==> config.mk <==
export PLATFORM = sky130hd
export DESIGN_NAME = memory_access_sequencer
export DESIGN_NICKNAME = d
export VERILOG_FILES = /design/src/rtl/mem_seq_pkg.sv /design/src/rtl/memory_access_sequencer_beat_timer.sv /design/src/rtl/memory_access_sequencer.sv
export SDC_FILE = /design/constraint.sdc
export NUM_CORES = 1
export LEC_CHECK = 0
export BUFFER_PORTS_ARGS = -buffer_cell sky130_fd_sc_hd__buf_2
export CORE_MARGIN = 4
export CORE_UTILIZATION = 30
export DETAILED_ROUTE_END_ITERATION = 16
export PLACE_DENSITY = 0.57
export RECOVER_POWER = 100
export SLEW_MARGIN = 20
export SYNTH_ARGS = -nofsm -noshare
export SYNTH_HDL_FRONTEND = slang
export SYNTH_SLANG_ARGS = --single-unit
==> constraint.sdc <==
create_clock -name Clk -period 3.3 [get_ports Clk]
set_clock_uncertainty 0.1 [all_clocks]
set_input_delay 0.165 -clock Clk [delete_from_list [all_inputs] [get_ports Clk]]
set_output_delay 0.165 -clock Clk [all_outputs]
set_load 0.05 [all_outputs]
==> src/rtl/mem_seq_pkg.sv <==
// Shared definitions for the memory access sequencer: FSM state encoding,
// transfer size codes and the helpers that turn a size code into a beat count
// and a big-endian byte lane.
package mem_seq_pkg;

  typedef enum logic [1:0] {
    IDLE   = 2'd0,
    ACCESS = 2'd1,
    DONE   = 2'd2
  } state_e;

  localparam logic [1:0] SZ_BYTE = 2'b00;
  localparam logic [1:0] SZ_HALF = 2'b01;
  localparam logic [1:0] SZ_WORD = 2'b10;

  // Number of byte beats a transfer of the given size needs (11 behaves as word).
  function automatic logic [2:0] beats_for_size(input logic [1:0] sz);
    case (sz)
      SZ_BYTE: return 3'd1;
      SZ_HALF: return 3'd2;
      default: return 3'd4;
    endcase
  endfunction

  // Byte lane of the 32-bit data word touched by a beat. Beat 0 carries the
  // most significant byte of the transfer, so lanes count down as beats go up.
  function automatic logic [1:0] lane_for_beat(input logic [1:0] sz,
                                               input logic [1:0] beat);
    case (sz)
      SZ_BYTE: return 2'd0;
      SZ_HALF: return 2'd1 - beat;
      default: return 2'd3 - beat;
    endcase
  endfunction

endpackage

==> src/rtl/memory_access_sequencer_beat_timer.sv <==
// Beat timer: counts WAIT_STATES idle cycles per beat and then advances the
// beat index. beat_done marks the cycle on which the current beat completes,
// last_beat flags that the current beat is the final one of the transfer.
module beat_timer #(
  parameter int WAIT_STATES = 2
) (
  input  logic       Clk,
  input  logic       reset,
  input  logic       start,
  input  logic       run,
  input  logic [2:0] n_beats,
  output logic [1:0] beat,
  output logic       beat_done,
  output logic       last_beat
);

  localparam int WCNT_W = (WAIT_STATES > 0) ? $clog2(WAIT_STATES + 1) : 1;
  localparam logic [WCNT_W-1:0] WCNT_MAX = WCNT_W'(WAIT_STATES);

  logic [WCNT_W-1:0] wcnt_q, wcnt_d;
  logic [1:0]        beat_q, beat_d;

  assign beat      = beat_q;
  assign beat_done = run && (wcnt_q == WCNT_MAX);
  assign last_beat = ({1'b0, beat_q} == (n_beats - 3'd1));

  // Next-state for the wait-state and beat counters.
  always_comb begin
    wcnt_d = wcnt_q;
    beat_d = beat_q;
    if (start) begin
      wcnt_d = '0;
      beat_d = 2'd0;
    end else if (run) begin
      if (wcnt_q == WCNT_MAX) begin
        wcnt_d = '0;
        beat_d = beat_q + 2'd1;
      end else begin
        wcnt_d = wcnt_q + WCNT_W'(1);
      end
    end
  end

  // Counter registers, cleared by reset.
  always_ff @(posedge Clk) begin
    if (reset) begin
      wcnt_q <= '0;
      beat_q <= 2'd0;
    end else begin
      wcnt_q <= wcnt_d;
      beat_q <= beat_d;
    end
  end

endmodule

==> src/rtl/memory_access_sequencer.sv <==
// Memory access sequencer: turns one CPU byte/halfword/word request into
// big-endian byte beats on an 8-bit RAM, with WAIT_STATES idle cycles per
// beat, and answers with the MOC handshake once the transfer is complete.
module memory_access_sequencer
  import mem_seq_pkg::*;
#(
  parameter int ADDR_W      = 8,
  parameter int WAIT_STATES = 2
) (
  input  logic              Clk,
  input  logic              reset,
  input  logic              MOV,
  input  logic              RW,
  input  logic [1:0]        size,
  input  logic [ADDR_W-1:0] addr,
  input  logic [31:0]       DataIn,
  output logic [31:0]       DataOut,
  output logic              MOC,
  output logic              busy,
  output logic [ADDR_W-1:0] ram_addr,
  output logic              ram_we,
  output logic [7:0]        ram_wdata,
  input  logic [7:0]        ram_rdata
);

  state_e            state_q, state_d;
  logic              rw_q;
  logic [1:0]        size_q;
  logic [31:0]       wdata_q;
  logic [ADDR_W-1:0] base_q;
  logic [ADDR_W-1:0] aligned_addr;
  logic [31:0]       dout_q, dout_d;

  logic              latch;
  logic              in_access;
  logic [2:0]        n_beats;
  logic [1:0]        beat;
  logic              beat_done;
  logic              last_beat;
  logic [1:0]        lane;

  assign latch     = (state_q == IDLE) && MOV;
  assign in_access = (state_q == ACCESS);
  assign n_beats   = beats_for_size(size_q);
  assign lane      = lane_for_beat(size_q, beat);

  beat_timer #(
    .WAIT_STATES(WAIT_STATES)
  ) u_timer (
    .Clk      (Clk),
    .reset    (reset),
    .start    (latch),
    .run      (in_access),
    .n_beats  (n_beats),
    .beat     (beat),
    .beat_done(beat_done),
    .last_beat(last_beat)
  );

  // Force the request address onto its natural size boundary.
  always_comb begin
    case (size)
      SZ_BYTE: aligned_addr = addr;
      SZ_HALF: aligned_addr = {addr[ADDR_W-1:1], 1'b0};
      default: aligned_addr = {addr[ADDR_W-1:2], 2'b00};
    endcase
  end

  // FSM next state: a transfer always runs to completion, and DONE waits for
  // MOV to fall so one request can never start two transfers.
  always_comb begin
    state_d = state_q;
    case (state_q)
      IDLE:    if (MOV) state_d = ACCESS;
      ACCESS:  if (beat_done && last_beat) state_d = DONE;
      DONE:    if (!MOV) state_d = IDLE;
      default: state_d = IDLE;
    endcase
  end

  // Read data assembly: cleared at request time so narrow reads zero-extend,
  // then each completing read beat fills its own byte lane.
  always_comb begin
    dout_d = dout_q;
    if (latch && RW) begin
      dout_d = '0;
    end else if (in_access && rw_q && beat_done) begin
      dout_d[{lane, 3'b000} +: 8] = ram_rdata;
    end
  end

  // Control state and read data register; reset abandons any transfer.
  always_ff @(posedge Clk) begin
    if (reset) begin
      state_q <= IDLE;
      dout_q  <= '0;
    end else begin
      state_q <= state_d;
      dout_q  <= dout_d;
    end
  end

  // Request capture: later changes on the request inputs are ignored.
  always_ff @(posedge Clk) begin
    if (latch) begin
      rw_q    <= RW;
      size_q  <= size;
      wdata_q <= DataIn;
      base_q  <= aligned_addr;
    end
  end

  // RAM side is only driven during ACCESS; the write strobe is confined to the
  // last cycle of each beat while address and data stay stable the whole beat.
  assign ram_addr  = in_access ? (base_q + ADDR_W'(beat)) : '0;
  assign ram_we    = in_access && !rw_q && beat_done;
  assign ram_wdata = (in_access && !rw_q) ? wdata_q[{lane, 3'b000} +: 8] : 8'h00;

  assign DataOut = dout_q;
  assign MOC     = (state_q == DONE);
  assign busy    = in_access;

endmodule
======== Word-level counts from Yosys, hierarchy flattened ========
Cells that the tools add are included.
word-level totals
  bits in registers ....................... 81
  latch bits .............................. 0
  bits in writable memories ............... 0
  bits in read-only memories .............. 0
  input bits .............................. 54
  output and inout port bits .............. 51
  word-level logic and storage cells ...... 54
  memories ................................ 0
cells by class
  add/subtract/negate cells ............... 7
  multiply operators ...................... 0
  divide/modulo/power cells ............... 0
  $lt $le $gt $ge ......................... 0
  eq/ne operators ......................... 9
  shift operators ......................... 3
  mux-type cells .......................... 11
  bitwise gates (word level) .............. 0
  reduce and logical (&&, ||, !) cells .... 16
operators with widths
  cell                      number
  $bwmux W32                1
  $shift A8 B7 Y32 const A  1
  $shiftx A32 B6 Y8         1
  $shiftx A8 B7 Y32         1
  $mux W8                   2
  $add A8 B2 Y8             1
  $logic_and A1 B1 Y1       8
  $mux W2                   4
  $pmux W2 S2               2
  $neg A5 Y7                1
  $eq A2 B1 Y1 const B      3
  $logic_not A2 Y1          3
  $pmux W2 S3               1
  $pmux W3 S2               1
  $add A2 B1 Y2 const B     2
  $eq A2 B2 Y1 const B      2
  $ne A2 B2 Y1 const B      2
  $reduce_or A2 Y1          2
  $eq A2 B3 Y1              1
  $reduce_and A3 Y1         1
  $sub A3 B1 Y3 const B     1
  $ne A2 B1 Y1 const B      1
  $reduce_and A2 Y1         1
  $sub A1 B2 Y2 const A     1
  2 further kinds           2

======== Depth between registers and ports, before layout ========
Gate-level depths: netlist of run 1.
  word-level depth ........................ 7
  mapped depth ............................ 10

======== Modules after synthesis ========
From an unflattened synthesis of run 1, not the netlist that was laid out.
second synthesis, totals
  cells, all modules ...................... 338
  area, all modules ....................... 3,827.4 um^2
by module, submodules not included
  module                   instances  cells each  area each (um^2)
  memory_access_sequencer  1          313         3,582.2
  beat_timer               1          25          245.2

======== Least setup slack after synthesis of run 1 ========
OpenSTA, ideal clock, no wires.
  path kind ............................... reg2reg
  start point ............................. register state_q[1]
  end point ............................... register dout_q[0] (netlist: DataOut[0])
  library setup time ...................... 0.132 ns
  data arrival time ....................... 2.932 ns
  data required time ...................... 3.068 ns
  setup slack ............................. 0.135 ns
  cell stages (with the launch flop) ...... 6
  buffers on the path ..................... 2
  period minus slack after synthesis ...... 3.165 ns
  path through ............................ dfxtp_1 -> nor3b_2 -> a21o_1 -> buf_2 -> clkbuf_1 -> a21oi_1
between the ends
  cells in the longest elaborated chain, start to end .. 4
  elaborated cells on any way between the ends .. 8
ends and longest elaborated chain
  element                     RTL line                       source
  start: declaration          memory_access_sequencer.sv:26  state_e state_q, state_d;
  start signal: assignment    memory_access_sequencer.sv:98  state_q <= state_d;
  $logic_not A2 Y1            memory_access_sequencer.sv:42  assign latch = (state_q == IDLE) && MOV;
  $logic_and A1 B1 Y1         memory_access_sequencer.sv:42
  $logic_and A1 B1 Y1         memory_access_sequencer.sv:85  if (latch && RW) begin
  $reduce_or A2 Y1 (no line)  -
  end signal: assignment      memory_access_sequencer.sv:99  dout_q <= dout_d;
  end: declaration            memory_access_sequencer.sv:32  logic [31:0] dout_q, dout_d;
Several ways; a longest one is shown, not always the timed one.
A chain may end at the register's enable or synchronous reset.

======== Worst setup path after layout of run 1 ========
  start point ............................. register size_q[0]
  end point ............................... register dout_q[8] (netlist: DataOut[8])
between the ends
  cells in the longest elaborated chain, start to end .. 5
  elaborated cells on any way between the ends .. 7
ends and longest elaborated chain
  element                                                       RTL line                        source
  start: declaration                                            memory_access_sequencer.sv:28   logic [1:0] size_q;
  start signal: assignment                                      memory_access_sequencer.sv:107  size_q <= size;
  $eq A2 B1 Y1 / $logic_not A2 Y1 (equally long branches)       mem_seq_pkg.sv:29               case (sz)
  $pmux W2 S2 (*)                                               mem_seq_pkg.sv:29
  $neg A5 Y7 (*)                                                memory_access_sequencer.sv:88   dout_d[{lane, 3'b000} +: 8] = ram_rdata;
  $shiftx A8 B7 Y32 / $shift A8 B7 Y32 (equally long branches)  memory_access_sequencer.sv:88
  $bwmux W32 (*)                                                memory_access_sequencer.sv:88
Mark *: on every way between the ends. The rest lies on a longest branch, timed or not.

==> flow_summary.toml, run 1 <==
[outcome]
status = "finished clean"

[setup_path]
crit_chain = "buf_4, and3b_1, nor2_1, inv_1, ha_1, nor3_1, nand3_1, a21oi_1"
reg2reg_to = "DataOut[8]"
worstPathRequired_ns = 3.46
cp_max_fo = 13
ff2ff_setup_slack_ns = 0.48
reg2reg_depth = 8
r2r_start = "size_q[0]"
critPathMaxStageDelay_ns = 0.78
timing_worst_setup_path_type = "reg -> reg"
startpoint_type = "flip-flop"
cp.arrival_ns = 2.98
crit_path_top_delay_cell = "nor3_1"
end_kind = "flip-flop"
crit_start = "size_q[0]"

[logic_synthesis]
synth.most_common_cell = "edfxtp_1"
synth_top_family_by_area = "simple AND/OR/NAND/NOR gates"
synth_edf_count = 43
yosys_warnings = 0
netlist_top_cells_area = "edfxtp_1, dfxtp_1, mux2i_1"
synth_compound_gate_area_share_pct = 15.5
syn-num-nets = 384
synth_common_cells = "edfxtp_1, dfxtp_1, a21oi_1, nand3_1, nand2_1"
synth_top_area_share_pct = 35.6
ys_seq_area_share_pct = 56.6
synth_flop_cell = "edfxtp_1"
synth_largest_area_cell = "edfxtp_1"
ys_async_sr_fraction_pct = 0
synthMuxAreaShare_pct = 4.42
synth_fa_ha_area_share_pct = 2.28
syn_inst = 324
synth.cell_area_um2 = 3620
synth_simple_gate_area_share_pct = 15.7
synthXorXnorAreaFrac_pct = 1.69
yosysUniqueCellTypes = 48
ys_ff_latch = 81
syn_avg_cell_area_um2 = 11.2

[drt]
vias_per_cell = 4.94
postRouteAntennaNets = 0
drtPass1Iterations = 4
drtIter0Drc = 260
remaining_drc_errors = 0
dr_total_vias = 3031
routed_wl_um = 9520
wl_per_cell_um = 15.5

[timing]
finalSetupTns_ns = 0
tightest_slew_ns = 1.08
rsz0062_at_grt = "false"
fin_hold_ws_ns = 0.00882
max-slew-margin-rel_pct = 27.9
setup_viol = 0
fmax_mhz = 354
fin_crit_ns = 2.82
slew_viol_final = 0
post-route-period-util_pct = 85.5
hold_violations = 0

[die]
core_um2 = 11600
fp.dieH_um = 118
rows = 39
die-area_um2 = 13900
start_util_pct = 31.2
die_x_um = 118
io_pins = 105

[power]
combPwrFrac_pct = 10.8
power_frac_clock_pct = 39.5
switching_share_pct = 24.5
p_leak_uw = 0.00168
p_per_area_nw_per_um2 = 466
p_switching_uw = 555
power_frac_seq_pct = 49.7
irDropWorstVdd_mv = 0.254
intPower_uw = 1710

[grt]
grt.overflow.total = 0
grt_use_total_pct = 13.5
grt_max_degree = 46
grt_pass1_vias = 3015
antenna_found_initial = 0
grt_pass1_wl_um = 15200

[worst_hold_path]
worstHoldPathCells = 3
holdPathEnd = "state_q[1]"
hp-class = "in -> reg"
hold_start = "MOV"

[layout]
antenna_cells = 0
seq_area_um2 = 2050
multi_input_area_um2 = 1420
final_nets = 525
nFillCells = 1149
drive_gt1_share_pct = 15.7
syn_to_final_growth_pct = 34.1

[place]
gp_congestion = 0.753
dp_hpwl_um = 6470
io_buffers = 104

[clock_network]
cts_sinks = 81
cts_tree = "built"
cts_root_buffer = "clkbuf_16"
htreeDepth = 3
clock_latency_ns = 0.33
path_clk_slew_ns = 0.06
ctsLongestPathBuffers = 2
cts_made_buffers = 9
post_cts_buffers = 0

[job]
maxCapViolCount = 0
==> registers in the layout, summed over array words and instances (netlist names) <==
| register | count |
|---|---|
| DataOut | 32 |
| state_q | 2 |
| u_timer.wcnt_q | 2 |
| u_timer.beat | 2 |
| rw_q | 1 |
| base_q | 8 |
| size_q | 2 |
| wdata_q | 32 |
==> worst max-delay path by stage <==
stage / end / slack (ns) / depth (start not counted)
floorplan: DataOut[0] / 0.14 / 5
global placement: DataOut[18] / 0.67 / 8
detailed placement: DataOut[18] / 0.56 / 8
CTS: DataOut[18] / 0.54 / 8
global route: DataOut[15] / 0.26 / 8
finish: DataOut[8] / 0.48 / 8
==> stage by stage <==
step                      worst slack, ns  cell area (um^2)  cells  utilization (%)  power, uW
after floorplan                     0.135              3620    324                -       1280
after global placement              0.668              4260    555             36.7       1360
after detailed placement            0.557              4260    555             36.7       1360
after CTS                           0.535              4950    613             42.6       2290
after global routing                0.262              4860    613             41.8       2350
final                               0.479              4860    613             41.8       2260
==> kinds of logic after synthesis <==
group                      Yosys count
buffers and inverters               28
and+or+nand+nor                    100
DFF                                 81
muxes                               16
adders and majority gates            6
AOI/OAI and AO/OA                   86
xor gates and xnor gates             7
==> power groups by stage <==
stage          logic, uW  registers, uW  clock network [uW]
2_1_floorplan        137           1140                   0
3_3_place_gp         210           1150                   0
3_5_place_dp         213           1150                   0
4_1_cts              251           1130                 918
5_1_grt              265           1130                 958
6_report             244           1130                 894
==> area by class of cell <==
class / instances / share of cell area, %
inverter: 6 / 0.464
clock buffer: 9 / 4.64
clock inverter: 7 / 0.927
sequential: 81 / 42.2
tap: 143 / 3.68
timing repair buffer: 152 / 18.8
multi-input combinational: 215 / 29.3
==> placed cells by master, fill, tap and decap left out, types with 3 or more instances in the layout <==
| master | synthesis | routed |
|---|---|---|
| a32o_1 | 8 | 8 |
| o21ai_0 | 9 | 9 |
| dlygate4sd3_1 | 0 | 42 |
| nor2_1 | 9 | 9 |
| a31oi_1 | 8 | 8 |
| clkbuf_16 | 0 | 9 |
| ha_1 | 5 | 5 |
| mux2i_1 | 16 | 16 |
| a21oi_1 | 31 | 31 |
| clkinv_1 | 1 | 3 |
| nand3_1 | 29 | 29 |
| a21boi_0 | 8 | 8 |
| buf_2 | 11 | 48 |
| nor3b_1 | 1 | 3 |
| and3_1 | 3 | 3 |
| nand2_1 | 21 | 21 |
| nor2b_1 | 5 | 5 |
| xor2_1 | 4 | 4 |
| or3_1 | 11 | 11 |
| nand2b_1 | 3 | 3 |
| edfxtp_1 | 43 | 43 |
| xnor2_1 | 3 | 3 |
| clkbuf_1 | 7 | 56 |
| o22ai_1 | 8 | 8 |
| inv_1 | 3 | 3 |
| buf_4 | 0 | 5 |
| dfxtp_1 | 38 | 38 |
| o22a_1 | 8 | 8 |
==> metal layers <==
layer | track usage (%) | part of all wire, % | vias up
met5 | 0 | 0 | -
met4 | 5.05 | 2.1 | 0
met3 | 4.81 | 7.8 | 18
met2 | 21.7 | 46 | 111
met1 | 16.7 | 44 | 1411
li1 | - | - | 1491
==> timing repair <==
action	4_1_cts	5_1_grt
hold buffers	42	0
gates resized for setup	0	0
endpoints found under the hold margin	42	0
==> worst max-delay path, delay by kind of cell (launching register included) <==
family / cells / cell delay, ns
adder cells (fa/ha/maj): 1 / 0.41
AO/OA/AOI/OAI: 1 / 0.18
buffers and inverters: 2 / 0.26
AND/OR/NAND/NOR: 4 / 1.44
flip-flops: 1 / 0.35
Note: power is estimated with default switching activity, not from simulation.
==> run 2, diff against run 1 <==
- CORE_MARGIN: 4 -> 2
==> flow_summary.toml, run 2 (same netlist as run 1, synthesis figures left out) <==
[power]
irDropWorstVdd_mv = 0.294
p_per_area_nw_per_um2 = 494
p_leak_uw = 0.00174

[grt]
grt_pass1_vias = 2946
grt.overflow.total = 0
antenna_found_initial = 0
grt_max_degree = 46
grt_pass1_wl_um = 14700
grt_use_total_pct = 14.6

[timing]
rsz0062_at_grt = "false"
fin_crit_ns = 2.94
max-slew-margin-rel_pct = 25.2
finalSetupTns_ns = 0
post-route-period-util_pct = 89.2
tightest_slew_ns = 1.12
fmax_mhz = 340
setup_viol = 0
slew_viol_final = 0
hold_violations = 0
fin_hold_ws_ns = 0.0341

[clock_network]
cts_tree = "built"
path_clk_slew_ns = 0.06
cts_sinks = 81
htreeDepth = 3
cts_made_buffers = 9
cts_resized = 0
clock_latency_ns = 0.33
cts_root_buffer = "clkbuf_16"
ctsLongestPathBuffers = 2

[place]
placed_cells = 559
io_buffers = 104
dp_hpwl_um = 6360
place_area_um2 = 4270
gp_congestion = 0.791

[drt]
drtIter0Drc = 233
vias_per_cell = 4.90
drtPass1Iterations = 6
remaining_drc_errors = 0
dr_total_vias = 3027
postRouteAntennaNets = 0
routed_wl_um = 9370
wl_per_cell_um = 15.2

[layout]
final_cell_mix = "buf_2, clkbuf_1, edfxtp_1, dlygate4sd3_1, dfxtp_1"
drive_gt1_share_pct = 17.2
nFillCells = 1192
final_nets = 526
final_common_cell = "buf_2"
syn_to_final_growth_pct = 36.1
antenna_cells = 0
fin_cells = 618
final_cell_area_um2 = 4930

[die]
start_util_pct = 30.4
die_x_um = 114
io_pins = 105
core_um2 = 11900
rows = 40
fp.dieH_um = 114
die-area_um2 = 13000

[setup_path]
crit_path_top_delay_cell = "clkbuf_1"
critPathMaxStageDelay_ns = 0.49
cp_max_fo = 25
worstPathRequired_ns = 3.03
timing_worst_setup_path_type = "reg -> out"
cp.arrival_ns = 2.68
end_kind = "primary output"
reg2reg_depth = 9
crit_chain = "clkbuf_2, ha_1, fa_1, xnor2_1, nor2_1, clkbuf_1"
startpoint_type = "flip-flop"

[worst_hold_path]
hp-class = "in -> reg"
worstHoldPathCells = 3

[outcome]
status = "finished clean"

[job]
maxCapViolCount = 0
run 2: final timing paths:
kind                                     to  slack, ns       startpoint
worst max-delay path            ram_addr[2]       0.36  u_timer.beat[0]
worst min-delay path            DataOut[15]       0.03     ram_rdata[7]
worst max register to register  DataOut[24]       0.49        size_q[0]
worst min register to register  DataOut[28]       0.35      DataOut[28]
run 2: cell type report:
type | instances | area [um^2] | share of cell area [%]
clock buffers | 9 | 225 | 4.57
clock inverters | 7 | 95.1 | 1.93
well taps | 147 | 184 | 3.73
inverters | 6 | 22.5 | 0.457
flip-flops and latches | 81 | 2050 | 41.6
repair buffers | 153 | 927 | 18.8
multi-input cells | 215 | 1430 | 28.9
run 2: through the flow:
step                      util (%)  total power (uW)  setup slack [ns]
after global routing          41.4              2530             0.205
after CTS                     42.1              2460             0.552
after global placement        35.8              1350             0.702
after floorplan                  -              1280             0.135
after detailed placement      35.8              1360             0.576
final                         41.4              2430             0.357
run 2: worst max-delay path: cells and delay by family, from the launching register on:
| family | cells | cell delay, ns |
|---|---|---|
| DFF | 1 | 0.32 |
| xor gates and xnor gates | 1 | 0.15 |
| adders and majority gates | 2 | 0.84 |
| and+or+nand+nor | 1 | 0.10 |
| buffers and inverters | 2 | 0.93 |
run 2: per-layer routing:
metal / routed length [um] / track usage (%) / vias up
met3: 603 / 4.78 / 13
met1: 4340 / 18.9 / 1412
met2: 4280 / 23.1 / 107
met5: 0 / 0 / -
li1: - / - / 1495
met4: 141 / 5.20 / 0
run 2: repair_timing:
action / in CTS / in global routing
hold endpoints to repair: 42 / 0
buffers inserted: 0 / 0
hold buffers: 43 / 0
run 2: where the power goes:
| group | internal [uW] | switching, uW | total (uW) |
|---|---|---|---|
| Combinational | 98.8 | 147 | 246 |
| Sequential | 1110 | 19.8 | 1130 |
| Clock | 662 | 402 | 1060 |
| Total | 1870 | 568 | 2430 |
==> run 3, diff against run 2 <==
--- a/config.mk
+++ b/config.mk
@@ -9,5 +9,5 @@
 export CORE_MARGIN = 2
-export CORE_UTILIZATION = 30
+export CORE_UTILIZATION = 47
 export DETAILED_ROUTE_END_ITERATION = 16
-export PLACE_DENSITY = 0.57
+export PLACE_DENSITY = 0.8
 export RECOVER_POWER = 100
--- a/constraint.sdc
+++ b/constraint.sdc
@@ -4,2 +4,2 @@
 set_output_delay 0.165 -clock Clk [all_outputs]
-set_load 0.05 [all_outputs]
+set_load 0.01 [all_outputs]
==> flow_summary.toml, run 3 (same netlist as run 1, synthesis figures left out) <==
[layout]
fin_cells = 578
final_common_cell = "clkbuf_1"
antenna_cells = 0
drive_gt1_share_pct = 15.8
syn_to_final_growth_pct = 31.8
final_cell_area_um2 = 4780
final_cell_mix = "clkbuf_1, buf_2, dlygate4sd3_1, edfxtp_1, dfxtp_1"
final_nets = 531

[setup_path]
path_buf_inv = 2
worstPathRequired_ns = 3.50
cp_max_fo = 25
end_kind = "flip-flop"
startpoint_type = "flip-flop"
timing_worst_setup_path_type = "reg -> reg"
cp.arrival_ns = 3.04
critical_path.top_delay_family = "buffers and inverters"
ff2ff_setup_slack_ns = 0.47
critPathMaxStageDelay_ns = 0.58
crit_chain = "clkbuf_2, nor2b_1, or4_1, a21o_1, a21oi_1, dlygate4sd3_1"
crit_path_top_delay_cell = "clkbuf_2"

[timing]
fmax_mhz = 353
finalSetupTns_ns = 0
rsz0062_at_grt = "false"
slew_viol_final = 0
hold_violations = 0
max-slew-margin-rel_pct = 29.8
fin_hold_ws_ns = 0.0174
tightest_slew_ns = 1.05
post-route-period-util_pct = 85.9
fin_crit_ns = 2.83
setup_viol = 0

[power]
intPower_uw = 1480
combPwrFrac_pct = 10.8
switching_share_pct = 25.8
power_frac_seq_pct = 56.2
p_leak_uw = 0.00167
irDropWorstVdd_mv = 0.315
power_uw = 2000
power_frac_clock_pct = 33.0
p_per_area_nw_per_um2 = 419
p_switching_uw = 517

[grt]
grt.overflow.total = 0
grt_use_total_pct = 22.2
grt_pass1_wl_um = 14600
antenna_found_initial = 0
grt_max_degree = 46
grt_pass1_vias = 3016

[drt]
dr_total_vias = 3132
vias_per_cell = 5.42
routed_wl_um = 9310
remaining_drc_errors = 0
postRouteAntennaNets = 0
wl_per_cell_um = 16.1
drtPass1Iterations = 5
drtIter0Drc = 123

[place]
place_area_um2 = 4200
dp_hpwl_um = 5570
gp_congestion = 0.868
io_buffers = 104
placed_cells = 513

[die]
start_util_pct = 47.6
io_pins = 105
fp.dieH_um = 91.8
core_um2 = 7610
die-area_um2 = 8430
die_x_um = 91.8
rows = 32

[clock_network]
htreeDepth = 3
holdBufCountCts = 49
post_cts_buffers = 0
cts_resized = 0
ctsLongestPathBuffers = 2
cts_sinks = 81
path_clk_slew_ns = 0.09
cts_made_buffers = 9
cts_root_buffer = "clkbuf_8"
clock_latency_ns = 0.36
cts_tree = "built"

[outcome]
status = "finished clean"

[worst_hold_path]
hp-class = "in -> reg"

[job]
maxCapViolCount = 0
==> run 3: cell count changes in the layout (fill, tap and decap cells not counted), moves of 2 or more <==
cell           change
buf_2              -3
bufinv_16          -2
clkbuf_1           +3
clkbuf_16          -9
clkbuf_8           +9
clkinv_2           -2
dlygate4sd3_1      +6
inv_6              +2
==> run 3: power groups by stage <==
stage	logic (uW)	clock network (uW)	registers [uW]
floorplan	104	0	1140
global placement	168	0	1150
global route	235	721	1130
CTS	216	672	1120
finish	215	660	1130
detailed placement	172	0	1150
==> run 3: stage by stage <==
stage / util (%) / setup slack [ns]
finish: 62.8 / 0.465
detailed placement: 55.2 / 0.535
floorplan: - / 0.135
global route: 62.8 / 0.228
global placement: 55.2 / 0.686
CTS: 64.0 / 0.530
==> run 3: layout make-up <==
type	count	area, um^2
clock inverters	7	53.8
repair buffers	158	976
fillers	622	2830
flip-flops and latches	81	2050
inverters	6	22.5
multi-input cells	215	1420
well taps	102	128
clock buffers	9	124
==> run 3: worst paths after layout <==
check	start	end	cells past startpoint
max	u_timer.beat[0]	state_q[1]	6
min	ram_rdata[2]	DataOut[26]	3
max reg2reg	u_timer.beat[0]	state_q[1]	6
min reg2reg	DataOut[25]	DataOut[25]	2
==> run 3: tightest hold or removal path, stage by stage <==
cell,delay [ns]
buf_2,0.14
nand3_1,0.07
a21oi_1,0.06
==> run 3: routing by layer <==
layer  GRT usage (%)  share of wire, %  vias up
met5               0                 0        -
met4            7.09               1.7        0
met3            5.67               7.4       19
met2            38.5                50      142
met1            27.2                41     1464
li1                -                 -     1507
